**config.mk**
```make
export PLATFORM = sky130hd
export DESIGN_NAME = muldiv_unit_flat
export DESIGN_NICKNAME = d
export VERILOG_FILES = /design/src/rtl/muldiv_unit_if.sv /design/src/rtl/muldiv_unit.sv /design/src/flat_wrapper.sv
export SDC_FILE = /design/constraint.sdc
export NUM_CORES = 1
export LEC_CHECK = 0
export ABC_AREA = 1
export CELL_PAD_IN_SITES_DETAIL_PLACEMENT = 1
export CELL_PAD_IN_SITES_GLOBAL_PLACEMENT = 1
export CORE_MARGIN = 5
export CORE_UTILIZATION = 45
export DETAILED_ROUTE_END_ITERATION = 10
export GPL_ROUTABILITY_DRIVEN = 0
export PLACE_DENSITY = 0.9
export SETUP_SLACK_MARGIN = 0.3
export SLEW_MARGIN = 20
export SYNTH_ARGS = -nofsm -noshare
export SYNTH_HDL_FRONTEND = slang
export SYNTH_SLANG_ARGS = --single-unit
```
**constraint.sdc**
```tcl
create_clock -name i_clk -period 11.4 [get_ports i_clk]
set_clock_uncertainty 0.2 [all_clocks]
set_input_delay 1.14 -clock i_clk [delete_from_list [all_inputs] [get_ports i_clk]]
set_output_delay 1.14 -clock i_clk [all_outputs]
set_load 0.01 [all_outputs]
```
**src/rtl/muldiv_unit_if.sv**
```systemverilog
// Request/response bundle between the EX stage and the shared multiply/divide engine.
// EX drives the request side through the master modport; the engine answers through slave.
interface muldiv_unit_if #(
   parameter int WIDTH = 32,
   parameter int TAG_W = 5
);
   logic             op_valid;
   logic             op_ready;
   logic [1:0]       op;
   logic [WIDTH-1:0] src1;
   logic [WIDTH-1:0] src2;
   logic [TAG_W-1:0] tag_in;
   logic             annul;
   logic             busy;
   logic             res_valid;
   logic [WIDTH-1:0] res_hi;
   logic [WIDTH-1:0] res_lo;
   logic [TAG_W-1:0] res_tag;
   logic             div_by_zero;

   modport master (
      output op_valid, op, src1, src2, tag_in, annul,
      input  op_ready, busy, res_valid, res_hi, res_lo, res_tag, div_by_zero
   );

   modport slave (
      input  op_valid, op, src1, src2, tag_in, annul,
      output op_ready, busy, res_valid, res_hi, res_lo, res_tag, div_by_zero
   );
endinterface

```
**src/rtl/muldiv_unit.sv**
```systemverilog
// Iterative MULT/MULTU/DIV/DIVU engine with a single shared accumulator datapath.
// Define MULDIV_FAST_MUL_EN to replace the shift-add multiplier with a one-cycle product.
module muldiv_unit #(
   parameter int WIDTH = 32,
   parameter int TAG_W = 5
) (
   input  logic           i_clk,
   input  logic           i_resetn,
   muldiv_unit_if.slave   io_bus
);
   localparam int CW = $clog2(WIDTH);

   typedef enum logic [1:0] {S_IDLE, S_MUL, S_DIV, S_DONE} state_t;

   state_t             r_state, w_state_nxt;
   logic [CW-1:0]      r_cnt;
   logic [WIDTH-1:0]   r_a, r_b;
   logic [2*WIDTH-1:0] r_acc;
   logic               r_neg_q, r_neg_r;
   logic [TAG_W-1:0]   r_tag;
   logic [WIDTH-1:0]   r_res_hi, r_res_lo;
   logic [TAG_W-1:0]   r_res_tag;
   logic               r_dbz;

   logic               w_ready, w_busy, w_accept, w_is_div, w_signed;
   logic               w_s1, w_s2, w_dbz, w_last, w_finish;
   logic [WIDTH-1:0]   w_mag1, w_mag2;
   logic [2*WIDTH-1:0] w_mul_nxt, w_div_nxt, w_step, w_prod_fin;
   logic [WIDTH:0]     w_shift, w_diff;
   logic [WIDTH-1:0]   w_quo_fin, w_rem_fin;

   assign w_ready  = (r_state == S_IDLE) || (r_state == S_DONE);
   assign w_busy   = (r_state == S_MUL) || (r_state == S_DIV);
   assign w_accept = io_bus.op_valid & w_ready & ~io_bus.annul;
   assign w_is_div = io_bus.op[1];
   assign w_signed = ~io_bus.op[0];
   assign w_s1     = w_signed & io_bus.src1[WIDTH-1];
   assign w_s2     = w_signed & io_bus.src2[WIDTH-1];
   assign w_mag1   = w_s1 ? -io_bus.src1 : io_bus.src1;
   assign w_mag2   = w_s2 ? -io_bus.src2 : io_bus.src2;
   assign w_dbz    = w_is_div & (io_bus.src2 == '0);
   assign w_last   = (r_cnt == CW'(WIDTH-1));

`ifdef MULDIV_FAST_MUL_EN
   assign w_mul_nxt = {{WIDTH{1'b0}}, r_a} * {{WIDTH{1'b0}}, r_b};
`else
   // Shift-add: r_acc = {partial product, remaining multiplier bits}.
   logic [WIDTH:0] w_mul_sum;
   assign w_mul_sum = {1'b0, r_acc[2*WIDTH-1:WIDTH]} + {1'b0, (r_acc[0] ? r_a : {WIDTH{1'b0}})};
   assign w_mul_nxt = {w_mul_sum, r_acc[WIDTH-1:1]};
`endif

   // Restoring division: r_acc = {remainder, dividend bits still to shift in / quotient}.
   assign w_shift   = {r_acc[2*WIDTH-1:WIDTH], r_acc[WIDTH-1]};
   assign w_diff    = w_shift - {1'b0, r_b};
   assign w_div_nxt = w_diff[WIDTH] ? {w_shift[WIDTH-1:0], r_acc[WIDTH-2:0], 1'b0}
                                    : {w_diff[WIDTH-1:0],  r_acc[WIDTH-2:0], 1'b1};

   assign w_step     = (r_state == S_DIV) ? w_div_nxt : w_mul_nxt;
   assign w_prod_fin = r_neg_q ? -w_step : w_step;
   assign w_quo_fin  = r_neg_q ? -w_step[WIDTH-1:0] : w_step[WIDTH-1:0];
   assign w_rem_fin  = r_neg_r ? -w_step[2*WIDTH-1:WIDTH] : w_step[2*WIDTH-1:WIDTH];
   assign w_finish   = w_busy & ~io_bus.annul & (w_state_nxt == S_DONE);

   always_comb begin
      w_state_nxt = r_state;
      unique case (r_state)
         S_IDLE, S_DONE: begin
            if (w_accept)
               w_state_nxt = w_dbz ? S_DONE : (w_is_div ? S_DIV : S_MUL);
            else
               w_state_nxt = S_IDLE;
         end
         S_MUL: begin
`ifdef MULDIV_FAST_MUL_EN
            w_state_nxt = io_bus.annul ? S_IDLE : S_DONE;
`else
            if (io_bus.annul)
               w_state_nxt = S_IDLE;
            else if (w_last)
               w_state_nxt = S_DONE;
`endif
         end
         S_DIV: begin
            if (io_bus.annul)
               w_state_nxt = S_IDLE;
            else if (w_last)
               w_state_nxt = S_DONE;
         end
         default: w_state_nxt = S_IDLE;
      endcase
   end

   always_ff @(posedge i_clk) begin
      if (!i_resetn)
         r_state <= S_IDLE;
      else
         r_state <= w_state_nxt;
   end

   always_ff @(posedge i_clk) begin
      if (!i_resetn) begin
         r_cnt     <= '0;
         r_a       <= '0;
         r_b       <= '0;
         r_acc     <= '0;
         r_neg_q   <= 1'b0;
         r_neg_r   <= 1'b0;
         r_tag     <= '0;
         r_res_hi  <= '0;
         r_res_lo  <= '0;
         r_res_tag <= '0;
         r_dbz     <= 1'b0;
      end else if (w_accept) begin
         r_cnt   <= '0;
         r_a     <= w_mag1;
         r_b     <= w_mag2;
         r_acc   <= w_is_div ? {{WIDTH{1'b0}}, w_mag1} : {{WIDTH{1'b0}}, w_mag2};
         r_neg_q <= w_s1 ^ w_s2;
         r_neg_r <= w_s1;
         r_tag   <= io_bus.tag_in;
         // Divide by zero completes straight away with the raw dividend in HI.
         if (w_dbz) begin
            r_res_hi  <= io_bus.src1;
            r_res_lo  <= '1;
            r_res_tag <= io_bus.tag_in;
            r_dbz     <= 1'b1;
         end
      end else if (w_busy && !io_bus.annul) begin
         r_cnt <= r_cnt + CW'(1);
         r_acc <= w_step;
         if (w_finish) begin
            r_res_hi  <= (r_state == S_DIV) ? w_rem_fin : w_prod_fin[2*WIDTH-1:WIDTH];
            r_res_lo  <= (r_state == S_DIV) ? w_quo_fin : w_prod_fin[WIDTH-1:0];
            r_res_tag <= r_tag;
            r_dbz     <= 1'b0;
         end
      end
   end

   assign io_bus.op_ready    = w_ready;
   assign io_bus.busy        = w_busy;
   assign io_bus.res_valid   = (r_state == S_DONE);
   assign io_bus.res_hi      = r_res_hi;
   assign io_bus.res_lo      = r_res_lo;
   assign io_bus.res_tag     = r_res_tag;
   assign io_bus.div_by_zero = r_dbz;
endmodule
```
**src/flat_wrapper.sv**
```systemverilog
// flat-port wrapper written by rule: the top's interface ports become plain ports
module muldiv_unit_flat 
#(
   parameter int WIDTH = 32,
   parameter int TAG_W = 5
)
  (i_clk, i_resetn, io_bus_op_valid, io_bus_op, io_bus_src1, io_bus_src2, io_bus_tag_in, io_bus_annul, io_bus_op_ready, io_bus_busy, io_bus_res_valid, io_bus_res_hi, io_bus_res_lo, io_bus_res_tag, io_bus_div_by_zero);
  muldiv_unit_if #(.WIDTH(WIDTH), .TAG_W(TAG_W)) io_bus_i ();
  input  logic i_clk;
  input  logic i_resetn;
  input wire logic [$bits(io_bus_i.op_valid)-1:0] io_bus_op_valid;
  input wire logic [$bits(io_bus_i.op)-1:0] io_bus_op;
  input wire logic [$bits(io_bus_i.src1)-1:0] io_bus_src1;
  input wire logic [$bits(io_bus_i.src2)-1:0] io_bus_src2;
  input wire logic [$bits(io_bus_i.tag_in)-1:0] io_bus_tag_in;
  input wire logic [$bits(io_bus_i.annul)-1:0] io_bus_annul;
  output wire logic [$bits(io_bus_i.op_ready)-1:0] io_bus_op_ready;
  output wire logic [$bits(io_bus_i.busy)-1:0] io_bus_busy;
  output wire logic [$bits(io_bus_i.res_valid)-1:0] io_bus_res_valid;
  output wire logic [$bits(io_bus_i.res_hi)-1:0] io_bus_res_hi;
  output wire logic [$bits(io_bus_i.res_lo)-1:0] io_bus_res_lo;
  output wire logic [$bits(io_bus_i.res_tag)-1:0] io_bus_res_tag;
  output wire logic [$bits(io_bus_i.div_by_zero)-1:0] io_bus_div_by_zero;
  assign io_bus_i.op_valid = io_bus_op_valid;
  assign io_bus_i.op = io_bus_op;
  assign io_bus_i.src1 = io_bus_src1;
  assign io_bus_i.src2 = io_bus_src2;
  assign io_bus_i.tag_in = io_bus_tag_in;
  assign io_bus_i.annul = io_bus_annul;
  assign io_bus_op_ready = io_bus_i.op_ready;
  assign io_bus_busy = io_bus_i.busy;
  assign io_bus_res_valid = io_bus_i.res_valid;
  assign io_bus_res_hi = io_bus_i.res_hi;
  assign io_bus_res_lo = io_bus_i.res_lo;
  assign io_bus_res_tag = io_bus_i.res_tag;
  assign io_bus_div_by_zero = io_bus_i.div_by_zero;
  muldiv_unit #(.WIDTH(WIDTH), .TAG_W(TAG_W)) u_core (.i_clk(i_clk), .i_resetn(i_resetn), .io_bus(io_bus_i));
endmodule
```
==> results of run 1 <==
[worst paths after layout]
kind | from | end | slack, ns | depth (start not counted)
setup / recovery | io_bus_annul | u_core.io_bus.res_hi[10] | 5.13 | 15
hold reg to reg | u_core.r_a[24] | u_core.r_a[24] | 0.28 | 2
setup reg to reg | u_core.r_state[0] | u_core.io_bus.res_hi[10] | 5.47 | 15
hold / removal | u_core.r_a[24] | u_core.r_a[24] | 0.28 | 2
[registers in the layout, indices dropped and copies added (netlist names)]
register / count
u_core.r_b: 32
u_core.io_bus.res_tag: 5
u_core.r_state: 2
u_core.r_a: 32
u_core.io_bus.res_lo: 32
u_core.io_bus.div_by_zero: 1
u_core.r_neg_r: 1
u_core.r_tag: 5
u_core.io_bus.res_hi: 32
u_core.r_neg_q: 1
u_core.r_acc: 64
u_core.r_cnt: 5
[cell usage after synthesis (26+ instances only)]
library cell,instances,area share (%)
o21ai_0,207,5.8
nand2_2,26,0.90
nand3_1,215,6.0
nor3_1,28,0.78
o221ai_1,37,1.8
ha_1,72,5.0
nor2_1,287,6.0
dfxtp_1,212,24
a21oi_1,183,5.1
xor2_1,75,3.7
inv_1,469,9.8
nand2_1,882,18
clkbuf_1,77,1.6
[area by class of cell]
| cell class | count | area (um2) |
|---|---|---|
| multi-input cells | 2254 | 11430 |
| flip-flops and latches | 212 | 4244 |
| fillers | 5600 | 18930 |
| repair buffers | 173 | 1665 |
| clock buffers | 30 | 695.7 |
| inverters | 487 | 1828 |
| well taps | 525 | 656.9 |
| clock inverters | 18 | 181.4 |
[power by group]
group          internal (mW)  total, mW  switching (mW)
logic                  0.179      0.621           0.442
clock network          0.489      0.884           0.395
registers              0.768      0.784          0.0163
[cells by family after synthesis]
group / share of synthesized area [%]
and+or+nand+nor: 35.92
buffers and inverters: 12.94
xor gates and xnor gates: 4.774
adders and majority gates: 5.233
muxes: 0.2784
AOI/OAI and AO/OA: 17.24
DFF: 23.61
[critical path, cell delays in order]
cell	delay [ns]
clkdlybuf4s50_1	0.43
inv_1	0.08
nand3_2	0.06
buf_4	0.33
nor2_1	0.87
inv_1	0.58
nand3_1	0.39
nand2_2	0.52
inv_2	0.76
nand2_2	0.50
inv_1	0.48
nand2_1	0.10
nand2_1	0.08
inv_1	0.05
a21oi_1	0.17
[metal layers]
layer | up-vias | global-route usage (%) | wire, um
li1 | 9985 | - | -
met1 | 10660 | 45.51 | 33520
met2 | 1187 | 60.46 | 38690
met3 | 362 | 4.604 | 6221
met4 | 0 | 25.95 | 7144
met5 | - | 0 | 0
==> flow_metrics.tcl, run 1 <==
set metrics [dict create \
    path_class "in -> reg" \
    grt_pass1_wl_um 129900 \
    fin_util_pct 52.23 \
    end_kind "flip-flop" \
    most-common-layout-cells "882 x nand2_1, 468 x inv_1, 285 x nor2_1" \
    synth-edff-count 0 \
    period_minus_slack_ns 6.265 \
    syn_area_um2 17980 \
    design_area_um2 20710 \
    ioPinCount 148 \
    synth_cells 3067 \
    ys_seq_area_share_pct 23.61 \
    drive_gt1_share_pct 5.545 \
    finalCritPeriodShare_pct 54.96 \
    slew_headroom_pct 30.50 \
    setup_tns_ns 0 \
    synth_nets 3216 \
    nets 3303 \
    cts_tree "done" \
    cp-start-kind "input port" \
    grt_use_total_pct 37.11 \
    wire_per_inst_um 23.13 \
    setup_viol 0 \
    dp_hpwl_um 64850 \
    die_area_um2 44050 \
    critPathRequiredTime_ns 11.70 \
    grt_max_degree 96 \
    h-tree-depth 1 \
    die_y_um 209.9 \
    layout_commonest_cell "nand2_1" \
    p_leak_nw 10.23 \
    clock_sink_count 212 \
    initial_utilization_pct 45.35 \
    place_inst 3651 \
    drc 0 \
    hold_violations 0 \
    drt_wl_total_um 85570 \
    antenna_found_initial 1 \
    postRouteAntennaNets 0 \
    clock_latency_ns 0.59 \
    outcome "complete, no violations" \
    hold_class "reg -> reg" \
    peakVddDrop_uv 107.9 \
    overflow 0 \
    yosys_warnings 0 \
    postCtsSetupBuffers 0 \
    numPortBuffers 147 \
    drt_iter0_drc 2229 \
    fp.dieW_um 209.9 \
    cts-buffers-inserted 26 \
    p_total_mw 2.289 \
    drt_pass1_iterations 6 \
    power.density_nw_per_um2 110.6 \
    core_um2 39640 \
    stdcell_count 3699 \
    synth_ff_type "dfxtp_1" \
    cts_resized 0 \
    synthArstFlopShare_pct 0 \
    cts_max_path_buffers 3 \
    cp_max_fo 65 \
    ys_types 51 \
    hold_buffers 0 \
    worstMarginPinSlew_ns 1.032 \
    cp_data_arrival_time_ns 6.57 \
    avgViaCountPerCell 6.000 \
    syn2layout_area_growth_pct 15.17 \
    ys_seq_elements 212 \
    via_count 22200 \
    syn_area_per_cell_um2 5.862 \
    clock-root-buffer "clkbuf_16" \
    max_freq_mhz 159.6 \
    finalMaxSlewViolations 0 \
    fin_ws_ns 5.135 \
    pre_cts_slack_ns 4.737 \
    rsz0062_at_grt "no" \
    clk_pin_slew_ns 0.07 \
    rows 73 \
    antenna_cells 0 \
    place_area_um2 19830 \
    cap_violations 0 \
    grt_pass1_vias 22980 \
    worst_hold_slack_ns 0.2795 \
]
No activity file was read; power rests on OpenSTA's default activity.
==> run 2: changes to the inputs <==
--- a/config.mk
+++ b/config.mk
@@ -9,10 +9,10 @@
 export CELL_PAD_IN_SITES_DETAIL_PLACEMENT = 1
 export CELL_PAD_IN_SITES_GLOBAL_PLACEMENT = 1
 export CORE_MARGIN = 5
-export CORE_UTILIZATION = 45
+export CORE_UTILIZATION = 41
 export DETAILED_ROUTE_END_ITERATION = 10
 export GPL_ROUTABILITY_DRIVEN = 0
-export PLACE_DENSITY = 0.9
+export PLACE_DENSITY = 0.83
 export SETUP_SLACK_MARGIN = 0.3
 export SLEW_MARGIN = 20
 export SYNTH_ARGS = -nofsm -noshare
==> constraint.sdc (replaced) <==
create_clock -name i_clk -period 6.25 [get_ports i_clk]
set_clock_uncertainty 0.2 [all_clocks]
set_input_delay 0.625 -clock i_clk [delete_from_list [all_inputs] [get_ports i_clk]]
set_output_delay 0.625 -clock i_clk [all_outputs]
set_load 0.01 [all_outputs]
==> run 2 against run 1 <==
  * Clock power increased by 84%
  * Register-to-register slack got worse by 4.6 ns
  * Routed wire length decreased by 4.0%
  * Clock-buffer cell count increased by 11
  * Highest routed layer unchanged
  * Sequential power increased by 82%
  * Largest cell class unchanged
  * First-iteration DRC count decreased by 10%
  * Critical endpoint is now u_core.io_bus.res_hi[30]
  * Total power increased by 82%
  * Global-route usage decreased by 4.3 points
  * Combinational power increased by 77%
==> flow_metrics.tcl, run 2 (synthesized netlist as in run 1, its figures left out) <==
set metrics [dict create \
    setup_viol 0 \
    via_count 21570 \
    clkPwrFrac_pct 39.2 \
    cp_slowest_stage_delay_ns 0.42 \
    cp_max_fo 14 \
    fp.dieW_um 219.4 \
    p_int_mw 2.684 \
    fin_ws_ns 0.8209 \
    cap_violations 0 \
    clock_sink_count 212 \
    rsz0062_at_grt "no" \
    cp_data_arrival_time_ns 5.62 \
    place_area_um2 19920 \
    ioPinCount 148 \
    clk_pin_slew_ns 0.06 \
    max_freq_mhz 184.2 \
    critPathRequiredTime_ns 6.44 \
    nets 3305 \
    end_kind "flip-flop" \
    drive_gt1_share_pct 5.447 \
    power_frac_seq_pct 34.3 \
    overflow 0 \
    switching_share_pct 35.50 \
    place_inst 3713 \
    antenna_found_initial 0 \
    hold_violations 0 \
    rows 76 \
    die_y_um 219.4 \
    drt_iter0_drc 1996 \
    grt_max_degree 87 \
    cp_slowest_cell "fa_1" \
    p_leak_nw 10.26 \
    slew_headroom_pct 23.26 \
    finalMaxSlewViolations 0 \
    pre_cts_slack_ns 0.9126 \
    cts_max_path_buffers 3 \
    crit_family "simple AND/OR/NAND/NOR gates" \
    die_area_um2 48140 \
    period_minus_slack_ns 5.429 \
    largest_reg_flops 64 \
    postCtsSetupBuffers 0 \
    p_comb_share_pct 26.5 \
    core_um2 43270 \
    h-tree-depth 1 \
    drt_pass1_iterations 5 \
    drc 0 \
    stdcell_count 3761 \
    antenna_cells 0 \
    outcome "complete, no violations" \
    clock_latency_ns 0.59 \
    initial_utilization_pct 41.55 \
    postRouteAntennaNets 0 \
    layout_commonest_cell "nand2_1" \
    design_area_um2 20830 \
    top_register "u_core.r_acc" \
    fillers 6018 \
    cp-start-kind "flip-flop" \
    power.density_nw_per_um2 199.8 \
    cts_tree "done" \
    path_common_cell "nand2_1" \
    clock-root-buffer "clkbuf_16" \
    grt_pass1_wl_um 123600 \
    avgViaCountPerCell 5.735 \
    setup_tns_ns 0 \
    wire_per_inst_um 21.85 \
    grt_use_total_pct 32.84 \
    dp_hpwl_um 65160 \
    numPortBuffers 147 \
    path_class "reg -> reg" \
    grt_pass1_vias 21540 \
    drt_wl_total_um 82180 \
    fin_util_pct 48.15 \
    peakVddDrop_uv 188.8 \
    worstMarginPinSlew_ns 1.139 \
    hold_class "reg -> reg" \
    most-common-layout-cells "882 x nand2_1, 468 x inv_1, 285 x nor2_1" \
    cts-buffers-inserted 26 \
    p_sw_mw 1.478 \
    cp.buffers_inverters 3 \
    syn2layout_area_growth_pct 15.87 \
    finalCritPeriodShare_pct 86.87 \
]
-- run 2: changes by cell type in the layout (fill, tap and decap cells not counted) --
cell and change:
buf_4 +3, buf_6 -1, clkbuf_8 +6, clkinv_16 +1
inv_6 -3, clkinv_2 -3, clkinvlp_4 -2, clkbuf_1 +5
nand3_2 -1, nand3_4 +1, clkinv_4 -3, clkinv_8 -1
-- run 2: layout make-up --
type                            instances  area, um2  share of cell area (%)
Multi-Input combinational cell       2254      11440                   54.92
Clock inverter                          7      112.6                  0.5405
Inverter                              487       1828                   8.775
Sequential cell                       212       4244                   20.37
Clock buffer                           41      797.0                   3.826
Tap cell                              585      732.0                   3.514
Timing Repair Buffer                  175       1677                   8.048
-- run 2: stage by stage --
step | total power, mW | hold WS [ns]
6_report | 4.161 | 0.2683
3_5_place_dp | 2.521 | 0.2598
4_1_cts | 4.140 | 0.2699
2_1_floorplan | 2.140 | 0.2451
3_3_place_gp | 2.485 | 0.2521
5_1_grt | 4.313 | 0.2901
-- run 2: power groups by stage --
stage	sequential [mW]	clock (mW)	combinational, mW
3_3_place_gp	1.45	0	1.03
2_1_floorplan	1.45	0	0.690
4_1_cts	1.43	1.64	1.07
5_1_grt	1.43	1.69	1.19
6_report	1.43	1.63	1.10
3_5_place_dp	1.46	0	1.06
-- run 2: what timing repair did --
item | in CTS | in global routing
hold buffers | 0 | 0
endpoints found under the setup margin | 0 | 1
resized for setup | 0 | 1
hold endpoints to repair | 0 | 0
-- run 2: metal layers --
layer	vias up	wire [um]	GRT usage, %
met3	259	5120	3.200
met4	0	5504	17.98
met1	10460	33960	42.13
li1	9997	-	-
met2	852	37600	54.29
met5	-	0	0
-- run 2: worst paths after layout --
| kind | from | end | slack, ns | cells past startpoint |
|---|---|---|---|---|
| min | u_core.io_bus.res_hi[1] | u_core.io_bus.res_hi[1] | 0.27 | 2 |
| max | u_core.r_acc[31] | u_core.io_bus.res_hi[30] | 0.82 | 34 |
| min reg2reg | u_core.io_bus.res_hi[1] | u_core.io_bus.res_hi[1] | 0.27 | 2 |
| max reg2reg | u_core.r_acc[31] | u_core.io_bus.res_hi[30] | 0.82 | 34 |
-- run 2: worst register-to-register path, delay by kind of cell (launching register included) --
kind / cells / cell delay, ns
and+or+nand+nor: 24 / 3.05
DFF: 1 / 0.31
adders and majority gates: 3 / 0.84
AOI/OAI and AO/OA: 4 / 0.57
buffers and inverters: 3 / 0.25
